==> config.mk <==
export PLATFORM = sky130hd
export DESIGN_NAME = bf16_normalize_pack
export DESIGN_NICKNAME = d
export VERILOG_FILES = /design/src/rtl/bf16_pkg.sv /design/src/rtl/bf16_round_pack.sv /design/src/rtl/bf16_normalize_pack.sv
export SDC_FILE = /design/constraint.sdc
export NUM_CORES = 1
export LEC_CHECK = 0
export ABC_AREA = 1
export BUFFER_PORTS_ARGS = -buffer_cell sky130_fd_sc_hd__buf_2
export CORE_ASPECT_RATIO = 0.8
export CORE_MARGIN = 2
export CORE_UTILIZATION = 55
export CTS_BUF_LIST = sky130_fd_sc_hd__clkbuf_16
export DETAILED_ROUTE_END_ITERATION = 8
export HOLD_SLACK_MARGIN = 0.03
export MAX_ROUTING_LAYER = met4
export PLACE_DENSITY = 0.8
export SYNTH_ARGS = -nofsm -noshare
export SYNTH_HDL_FRONTEND = slang
export SYNTH_SLANG_ARGS = --single-unit
==> constraint.sdc <==
create_clock -name clk -period 7.5 [get_ports clk]
set_clock_uncertainty 0.2 [all_clocks]
set_input_delay 1.125 -clock clk [delete_from_list [all_inputs] [get_ports clk]]
set_output_delay 1.125 -clock clk [all_outputs]
set_load 0.05 [all_outputs]
==> src/rtl/bf16_pkg.sv <==
// Shared BF16 constants and the types passed between the normalize and
// round/pack stages of the multiplier back end.
package bf16_pkg;

  localparam int         BF16_BIAS     = 127;
  localparam logic [7:0] BF16_EXP_MAX  = 8'hFF;
  localparam int         BF16_FRAC_W   = 7;

  // Packed BF16 word as it appears on the output bus.
  typedef struct packed {
    logic                   sign;
    logic [7:0]             exp;
    logic [BF16_FRAC_W-1:0] frac;
  } bf16_t;

  // Stage-1 register contents: an 8-bit significand with its leading one at
  // bit 7, the two rounding bits and a 10-bit signed exponent wide enough to
  // hold every out-of-range value without wrapping.
  typedef struct packed {
    logic              sign;
    logic              zero;
    logic              inf;
    logic signed [9:0] e;
    logic [7:0]        m;
    logic              guard;
    logic              sticky;
  } norm_t;

endpackage

==> src/rtl/bf16_round_pack.sv <==
// Round-to-nearest-even on a normalized significand, then pack to BF16 with
// saturation to Inf on overflow and flush-to-zero on underflow.
module bf16_round_pack
  import bf16_pkg::*;
(
  input  norm_t norm,
  output bf16_t result
);

  // Smallest exponent that no longer fits the 8-bit biased field.
  localparam logic signed [9:0] E_OVF = 10'(2 * BF16_BIAS + 1);

  logic                   round_up;
  logic [8:0]             mr_sum;
  logic signed [9:0]      e_adj;
  logic [BF16_FRAC_W-1:0] frac;

  // Round, renormalize on carry-out, then select Inf / zero / normal encoding.
  always_comb begin
    // NOTE: every output of a combinational block gets a default first so no
    // path can leave it unassigned, which would infer a latch.
    result   = '0;
    round_up = norm.guard && (norm.sticky || norm.m[0]);
    mr_sum   = {1'b0, norm.m} + {8'd0, round_up};

    // Rounding 0xFF up gives 0x100: the significand becomes 1.0 again and
    // the exponent absorbs the carry.
    if (mr_sum[8]) begin
      frac  = mr_sum[7:1];
      e_adj = norm.e + 10'sd1;
    end else begin
      frac  = mr_sum[6:0];
      e_adj = norm.e;
    end

    if (norm.inf || e_adj >= E_OVF) begin
      result = '{sign: norm.sign, exp: BF16_EXP_MAX, frac: '0};
    end else if (norm.zero || e_adj <= 10'sd0) begin
      result = '{sign: norm.sign, exp: '0, frac: '0};
    end else begin
      result = '{sign: norm.sign, exp: e_adj[7:0], frac: frac};
    end
  end

endmodule

==> src/rtl/bf16_normalize_pack.sv <==
// BF16 multiplier back end: two-stage pipeline (normalize, round/pack) with a
// valid/ready handshake on each side and full one-per-cycle throughput.
module bf16_normalize_pack
  import bf16_pkg::*;
#(
  parameter int EXP_W  = 9,
  parameter int MANT_W = 16
) (
  input  logic              clk,
  input  logic              rst,
  input  logic              in_valid,
  output logic              in_ready,
  input  logic              prod_zero,
  input  logic              prod_inf,
  input  logic              prod_sign,
  input  logic [EXP_W-1:0]  prod_exp,
  input  logic [MANT_W-1:0] prod_mant,
  output logic              out_valid,
  input  logic              out_ready,
  output logic [15:0]       out_bf16
);

  logic              s1_valid;
  logic              s2_valid;
  logic              adv1;
  logic              adv2;
  logic signed [9:0] exp_ext;
  norm_t             s1_d;
  norm_t             s1_q;
  bf16_t             s2_d;

  // A stage may load when it is empty or its content moves on this cycle, so
  // a full pipe still accepts one item while the result drains.
  assign adv2      = !s2_valid || out_ready;
  assign adv1      = !s1_valid || adv2;
  assign in_ready  = adv1;
  assign out_valid = s2_valid;

  assign exp_ext = 10'($signed(prod_exp));

  // Normalize: the 8x8 product of 1.x significands has its leading one at
  // the top bit or the one below it.
  always_comb begin
    s1_d      = '0;
    s1_d.sign = prod_sign;
    s1_d.zero = prod_zero;
    s1_d.inf  = prod_inf;
    if (prod_mant[MANT_W-1]) begin
      s1_d.m      = prod_mant[MANT_W-1 -: 8];
      s1_d.guard  = prod_mant[MANT_W-9];
      s1_d.sticky = |prod_mant[MANT_W-10:0];
      s1_d.e      = exp_ext + 10'sd1;
    end else begin
      s1_d.m      = prod_mant[MANT_W-2 -: 8];
      s1_d.guard  = prod_mant[MANT_W-10];
      s1_d.sticky = |prod_mant[MANT_W-11:0];
      s1_d.e      = exp_ext;
    end
  end

  // Stage-1 occupancy; reset drops any in-flight item.
  always_ff @(posedge clk) begin
    // NOTE: sequential state uses non-blocking assignments so every register
    // samples pre-edge values regardless of statement or block order.
    if (rst) begin
      s1_valid <= 1'b0;
    end else if (adv1) begin
      s1_valid <= in_valid;
    end
  end

  // Stage-1 payload, captured only on an actual transfer.
  always_ff @(posedge clk) begin
    // NOTE: payload registers carry no reset; the valid bit alone decides
    // whether their contents mean anything.
    if (adv1 && in_valid) begin
      s1_q <= s1_d;
    end
  end

  bf16_round_pack u_round_pack (
    .norm   (s1_q),
    .result (s2_d)
  );

  // Output register: holds its word while the consumer stalls.
  always_ff @(posedge clk) begin
    if (rst) begin
      s2_valid <= 1'b0;
      out_bf16 <= 16'h0000;
    end else if (adv2) begin
      s2_valid <= s1_valid;
      if (s1_valid) begin
        out_bf16 <= s2_d;
      end
    end
  end

endmodule

After elaboration in Yosys (flattened, before gate mapping)
Index checks and enable logic that the tools add are counted.
{"block": "word_totals", "ff_bits": 41, "inputBits": 32, "output_inout_bits": 18, "wordCells": 33}
{"block": "op_classes", "addsub": 3, "order_cmp": 2, "mux": 5, "reduce_logical": 12}
{"op": "$mux W15", "n": 2}
{"op": "$mux W20", "n": 1}
{"op": "$add A10 B2 Y10 const B", "n": 1}
{"op": "$add A9 B2 Y10 const B", "n": 1}
{"op": "$ge A10 B9 Y1 const B", "n": 1}
{"op": "$le A10 B1 Y1 const B", "n": 1}
{"op": "$mux W10", "n": 1}
{"op": "$add A8 B1 Y9", "n": 1}
{"op": "$mux W7", "n": 1}
{"op": "$reduce_or A7 Y1", "n": 1}
{"op": "$reduce_or A6 Y1", "n": 1}
{"op": "$logic_or A1 B1 Y1", "n": 5}
{"op": "$logic_and A1 B1 Y1", "n": 2}
{"op": "$logic_not A1 Y1", "n": 2}
{"op": "$reduce_and A2 Y1", "n": 1}

Depth between registers and ports, before layout
Gate-level depths: netlist of the first run.
{"block": "depth", "ltp_word": 8, "ltp_mapped": 17, "ltp_nobuf": 17}

Cells and area by module
From an unflattened synthesis of the first run, not the netlist that was laid out.
{"block": "hier_totals", "cells_unflattened": 354, "area_unflattened_um2": 2630.0}
{"module": "bf16_normalize_pack", "instances": 1, "cells_each": 178, "area_each_um2": 1745.4}
{"module": "bf16_round_pack", "instances": 1, "cells_each": 176, "area_each_um2": 884.6}

Worst setup path before layout of the first run
OpenSTA, ideal clock, no wires.
{"block": "synth_path", "path_type": "input -> output", "from": "input out_ready", "to": "output in_ready", "arrival_ns": 1.585, "required_time_ns": 6.175, "slack_ns": 4.590, "cell_stages": 2, "n_path_buf": 0, "path_cell_list": "inv_1 -> nand3_1"}
{"block": "synth_via", "elab_chain_len": 2}
{"element": "start, declared", "line": "bf16_normalize_pack.sv:19", "rtl": "input logic out_ready,"}
{"element": "$logic_or A1 B1 Y1", "line": "bf16_normalize_pack.sv:34", "rtl": "assign adv2 = !s2_valid || out_ready;"}
{"element": "$logic_or A1 B1 Y1", "line": "bf16_normalize_pack.sv:35", "rtl": "assign adv1 = !s1_valid || adv2;"}
{"element": "end, declared", "line": "bf16_normalize_pack.sv:12", "rtl": "output logic in_ready,"}
No other way between the ends.

Worst setup path after layout of the first run
Ends and elaborated chain as after synthesis.

==> results of run 1 <==
==> final cells by class <==
cell class / instances / share of cell area
Clock inverter: 3 / 0.01323
Inverter: 34 / 0.04499
Timing Repair Buffer: 49 / 0.08646
Sequential cell: 41 / 0.3705
Tap cell: 57 / 0.02514
Multi-Input combinational cell: 240 / 0.4155
Clock buffer: 5 / 0.04411
==> cell usage in the layout (no fill, tap or decap), types with 5 or more instances in the layout <==
cell type,synthesis,routed
xor2_1,9,9
inv_1,32,33
dfxtp_1,18,18
nand2_1,98,98
nand3_1,27,27
buf_2,1,49
clkbuf_16,0,5
nor2_1,49,49
edfxtp_1,23,23
o21ai_0,14,14
a21oi_1,11,11
==> per-layer routing <==
| metal | GRT usage | vias up | wire [um] | share of wire |
|---|---|---|---|---|
| met4 | 0.07018 | 0 | 67 | 0.016 |
| met2 | 0.2683 | 65 | 1804 | 0.42 |
| met5 | - | - | 0 | 0 |
| met3 | 0.04871 | 8 | 256 | 0.059 |
| met1 | 0.2625 | 839 | 2179 | 0.51 |
| li1 | - | 1135 | - | - |
==> worst paths after layout <==
kind	start	endpoint	slack, ns
min reg2reg	out_bf16[3]$_SDFFE_PP0P_	out_bf16[3]$_SDFFE_PP0P_	0.26
max reg2reg	s1_q[2]$_DFFE_PP_	out_bf16[11]$_SDFFE_PP0P_	4.83
min	out_bf16[3]$_SDFFE_PP0P_	out_bf16[3]$_SDFFE_PP0P_	0.26
max	out_ready	in_ready	4.57
==> sequential cells by signal (all words and copies together), names as in the netlist <==
name / cells
s1_valid: 1
out_bf16: 16
out_valid: 1
s1_q: 23
==> worst max-delay path, cell delays in order <==
cell,delay (ns)
buf_2,0.07
inv_1,0.04
nand3_1,0.09
buf_2,0.28
==> cells in the mapped netlist, types with 2 or more instances <==
master / n / area share
nand4_1: 4 / 0.010
xor2_1: 9 / 0.033
nor2_4: 2 / 0.0094
ha_1: 4 / 0.021
nand2_2: 2 / 0.0052
nand3_1: 27 / 0.056
nand3_2: 2 / 0.0083
o21ai_1: 2 / 0.0042
nand2_1: 98 / 0.15
o21ai_0: 14 / 0.029
edfxtp_1: 23 / 0.29
nand2_4: 2 / 0.0094
nand3b_1: 2 / 0.0062
dfxtp_1: 18 / 0.15
clkbuf_1: 5 / 0.0078
nor2_1: 49 / 0.077
a21oi_1: 11 / 0.023
xnor2_1: 2 / 0.0073
nor2_2: 3 / 0.0078
buf_6: 2 / 0.0094
inv_1: 32 / 0.050
==> logic make-up after synthesis <==
logic type               Yosys count  share of synthesized area
AO/OA/AOI/OAI                     30                    0.06559
XOR/XNOR                          11                    0.04009
adder cells (fa/ha/maj)            4                    0.02082
buffers and inverters             42                    0.07236
flip-flops                        41                     0.4373
AND/OR/NAND/NOR                  195                     0.3639
==> metrics by stage <==
stage	power [mW]	hold WS, ns	cells	setup slack, ns
global route	0.6000	0.2836	429	4.522
finish	0.5759	0.2640	429	4.570
floorplan	0.3260	0.2694	323	4.590
global placement	0.3475	0.2499	421	4.580
detailed placement	0.3493	0.2574	421	4.575
CTS	0.5775	0.2658	429	4.572
==> power groups by stage <==
stage          Sequential, mW  Clock (mW)  Combinational (mW)
2_1_floorplan           0.279           0              0.0474
3_3_place_gp            0.265           0              0.0821
3_5_place_dp            0.266           0              0.0835
4_1_cts                 0.261       0.232              0.0841
5_1_grt                 0.263       0.243              0.0938
6_report                0.261       0.231              0.0839
==> results.cfg, run 1 <==
[timing]
hold_viol = 0
rsz0062_at_grt = no
setup_tns_ns = 0
max_freq_mhz = 341.3
fin_crit_sh = 0.3906
max-slew-margin-rel = 0.4584
fin_crit_ns = 2.930
setup_violations = 0
worst_slew_pin_slew_ns = 0.8114
slew_viol_final = 0

[setup_path]
cp_max_fo = 3
critPathKind = input pin to output pin
critPathCaptureType = output pin
worstSetupStartpointType = input pin
cp.required_ns = 6.17
cp_data_arrival_time_ns = 1.60
reg2reg_depth = 16

[pwr]
clkPwrFrac = 0.400
p_comb_frac = 0.146
peakVddDrop_mv = 0.1176
powerDensity_mw_per_mm2 = 203.0
power_frac_seq = 0.454
sw_frac_of_total = 0.2468
p_int_mw = 0.4338
p_switching_mw = 0.1421
p_leak_nw = 1.383

[yosys]
synth_nets = 359
syn-cell-area_sq_mm = 0.002404
seq_area_frac_synth = 0.4373
ys_seq_elements = 41
postSynthAreaPerCell_sq_um = 7.441
synthCells = 323
ys_async_sr_fraction = 0
synth_cell_types = 31
synth_edf_count = 23
synthFlopType = edfxtp_1
yosys_warnings = 0

[clock_network]
cts_hold_buf = 0
insertion_delay_ns = 0.28
cts_max_level = 2
cts_tree = built
clk_pin_slew_ns = 0.05
cts_resized = 0
clock_path_buffers = 2
cts-root-buf = clkbuf_16
numCtsBuffers = 5
cts.sink_count = 41
post_cts.repair.setup_buffers = 0

[floorplanning]
die_w_um = 77.91
die_h_um = 63.13
floorplan.initialDensity = 0.5717
die_area_sq_mm = 0.004918
pin_count = 50
rows = 21
coreArea_sq_mm = 0.004204

[run]
maxCapViolCount = 0

[global_routing]
antenna_found_initial = 0
grt-ovfl-total = 0
grt_pass1_vias = 1680
grt_start_max_net_pins = 24
grt_pass1_wl_um = 7258
grt_usage = 0.1892

[detailed_routing]
wl_per_cell_um = 10.04
vias = 2047
routed_wl_um = 4307
drc = 0
dr.pass1.iters = 4
ant_nets = 0
vias_per_cell = 4.772
initialDrtViolationCount = 92

[final_layout]
multi_input_area_sq_mm = 0.001179
nets = 407
design_area_sq_mm = 0.002836
drive_above_1_share = 0.1882
diodes = 0
syn_to_final_growth_pct = 18.01
utilization = 0.6747
area.sequential_sq_mm = 0.001051
fill_cells = 355

[worst_hold_path]
whs_path_depth = 2
hold_class = flop to flop

[place]
routabilityCongestion = 0.8566
io_buffers = 49
hpwlAfterDp_um = 3292
placed_cell_area_sq_mm = 0.002674

[status]
outcome = finished clean
Power figures use the tool's default switching activity.
==> run 2, diff against run 1 <==
Settings changed: ABC_AREA 1 to 0, CORE_UTILIZATION 55 to 49, PLACE_DENSITY 0.8 to 0.76.
Clock period 7.5 ns to 2.55 ns, I/O delays scaled along.
==> run 2 against run 1 <==
Compared with the run above:
- the run now ends with negative setup slack left
- area after synthesis decreased by 6.0%
- via count is 7.6% lower
- worst setup slack worse by 4.7 ns
- critical path depth is 6 higher
- critical endpoint is now out_bf16[5]$_SDFFE_PP0P_
- sequential share of layout area down 3.4 points
- final area up 10%
- non-clock buffer count grew 32
==> results.cfg, run 2 <==
[status]
outcome = complete, but fails checks
violations = negative setup slack

[timing]
max_freq_mhz = 367.8
hold-worst-slack_ns = 0.07904
max-slew-margin-rel = 0.3731
setup_violations = 15
setup_tns_ns = -1.808
fin_ws_ns = -0.1688
fin_crit_ns = 2.719
hold_viol = 0
slew_viol_final = 0
fin_crit_sh = 1.066
worst_slew_pin_slew_ns = 0.9404
rsz0062_at_grt = yes

[detailed_routing]
initialDrtViolationCount = 103
vias_per_cell = 5.300
dr.max_layer_used = met4
ant_nets = 0
drc = 0
dr.pass1.iters = 5
wl_per_cell_um = 13.55
routed_wl_um = 4838
route.met2.wl_um = 2367
route.met3.wl_um = 213
wl_met1_um = 2141
vias = 1892

[final_layout]
drive_above_1_share = 0.4545
diodes = 0
layout_commonest_cell = buf_2
design_area_sq_mm = 0.003127
utilization = 0.6926
nets = 332
final_cell_mix = 49 x buf_2, 31 x nand2_1, 25 x buf_4
regMostFlops = s1_q
stdcell_count = 357
syn_to_final_growth_pct = 38.37
largest_registers = s1_q: 23 flops, out_bf16: 16 flops
largest_reg_flops = 23

[yosys]
netlist_top_cells_count = 31 x nand2_1, 23 x edfxtp_1, 20 x nor2_1
ys_seq_elements = 41
synth_cell_types = 43
yosysTopAreaCell = edfxtp_1
ys_async_sr_fraction = 0
synth_nets = 252
synthFlopType = edfxtp_1
synthCells = 216
postSynthAreaPerCell_sq_um = 10.46
ys_top_cells_by_area = edfxtp_1 31%, dfxtp_1 16%, nand2_1 5.1%
seq_area_frac_synth = 0.4651
yosys_warnings = 0
yosys.area.top_type_share = 0.3056
synth_edf_count = 23
syn-cell-area_sq_mm = 0.002260
synth_most_common_cell = nand2_1

[place]
io_buffers = 49
placed_cell_area_sq_mm = 0.002749
routabilityCongestion = 0.8503
dp.cells = 342
hpwlAfterDp_um = 3368

[setup_path]
worstSetupStartpointType = flop
r2r-start = s1_q[2]$_DFFE_PP_
r2r_end = out_bf16[5]$_SDFFE_PP0P_
worstSetupEndpoint = out_bf16[5]$_SDFFE_PP0P_
cp.required_ns = 2.56
ff2ff_setup_slack_ns = -0.17
crit_slowest_cell = or4_4
startpoint = s1_q[2]$_DFFE_PP_
critPathCaptureType = flop
max_stage_delay_ns = 0.52
path_cells = o21a_1, ha_2, ha_4, nand4_4, nor4_4, and3_4, xor2_2, or4_4, or3_1, o21ai_1
reg2reg_depth = 10
cp_data_arrival_time_ns = 2.73
cp_max_fo = 6
critPathKind = flop to flop

[clock_network]
cts_tree = built
cts.sink_count = 41
numCtsBuffers = 5
insertion_delay_ns = 0.28
clk_pin_slew_ns = 0.05
cts_max_level = 2
cts_hold_buf = 0
clock_path_buffers = 2
cts-root-buf = clkbuf_16

[global_routing]
grt_pass1_wl_um = 8190
grt_usage = 0.2059
grt-ovfl-total = 0
grt_pass1_vias = 1803
grt_start_max_net_pins = 24
antenna_found_initial = 0

[floorplanning]
die_area_sq_mm = 0.005174
die_w_um = 79.93
die_h_um = 64.74
pin_count = 50
coreArea_sq_mm = 0.004514
floorplan.initialDensity = 0.5006
rows = 22

[pwr]
p_leak_nw = 1.287
peakVddDrop_mv = 0.2572
powerDensity_mw_per_mm2 = 524.0

[worst_hold_path]
hold_class = input pin to flop

[run]
maxCapViolCount = 0
## run 2: changes by cell type after synthesis, moves of 9 or more
cell,delta
mux2_2,+10
o21ai_0,-10
a211oi_2,+9
nand3_1,-16
inv_1,-30
nand2_1,-67
nor2_1,-29
xnor2_1,+11
## run 2: worst min path at each step
| stage | startpoint | slack (ns) | cells past startpoint | to |
|---|---|---|---|---|
| 2_1_floorplan | rst | 0.25 | 1 | out_bf16[11]$_SDFFE_PP0P_ |
| 6_report | prod_sign | 0.08 | 1 | s1_q[22]$_DFFE_PP_ |
| 4_1_cts | prod_sign | 0.08 | 1 | s1_q[22]$_DFFE_PP_ |
| 3_5_place_dp | out_bf16[3]$_SDFFE_PP0P_ | 0.24 | 2 | out_bf16[3]$_SDFFE_PP0P_ |
| 5_1_grt | prod_zero | 0.08 | 1 | s1_q[21]$_DFFE_PP_ |
| 3_3_place_gp | out_bf16[4]$_SDFFE_PP0P_ | 0.24 | 2 | out_bf16[4]$_SDFFE_PP0P_ |
## run 2: metrics by stage
stage	worst slack, ns	total power [mW]
after floorplan	-0.2121	0.9536
after global placement	-0.1880	1.042
after detailed placement	-0.2515	1.049
after CTS	-0.1596	1.633
after global routing	-0.2837	1.704
final	-0.1688	1.639
## run 2: repair_timing
action                                 in CTS  in global routing
buffers inserted                            7                  4
endpoints found under the hold margin       0                  0
resized for setup                          23                  9
setup endpoints to repair                  15                 15
pin swaps                                  14                  7
## run 2: routing by layer
layer | up-vias | global-route usage
met2 | 51 | 0.3333
li1 | 947 | -
met1 | 881 | 0.2659
met4 | 0 | 0.06356
met3 | 13 | 0.03621
met5 | - | -
## run 2: power by group
part	leakage [nW]	switching [mW]	internal, mW
clock network	0.0776	0.223	0.351
registers	0.369	0.0282	0.742
logic	0.841	0.174	0.120
total	1.29	0.425	1.21
## run 2: area by class of cell
type	instances	area [sq um]
well taps	60	75.07
flip-flops and latches	41	1051
repair buffers	81	520.5
inverters	2	7.507
multi-input cells	165	1336
fillers	324	1388
clock inverters	3	11.26
clock buffers	5	125.1
## run 2: worst max-delay path: cells and delay by family (launching register included)
kind,cells,cell delay (ns)
simple gates,5,1.47
flops,1,0.34
fa+ha+maj,2,0.33
compound gates,2,0.23
xor+xnor,1,0.07
## run 2: kinds of logic (layout without fill, tap and decap cells)
group,after synthesis,in the layout,synth area share
flops,41,41,0.4651
simple gates,93,93,0.2126
mux,13,13,0.06368
xor+xnor,21,21,0.08140
fa+ha+maj,4,4,0.02215
buf+inv,10,91,0.02215
compound gates,34,34,0.1329
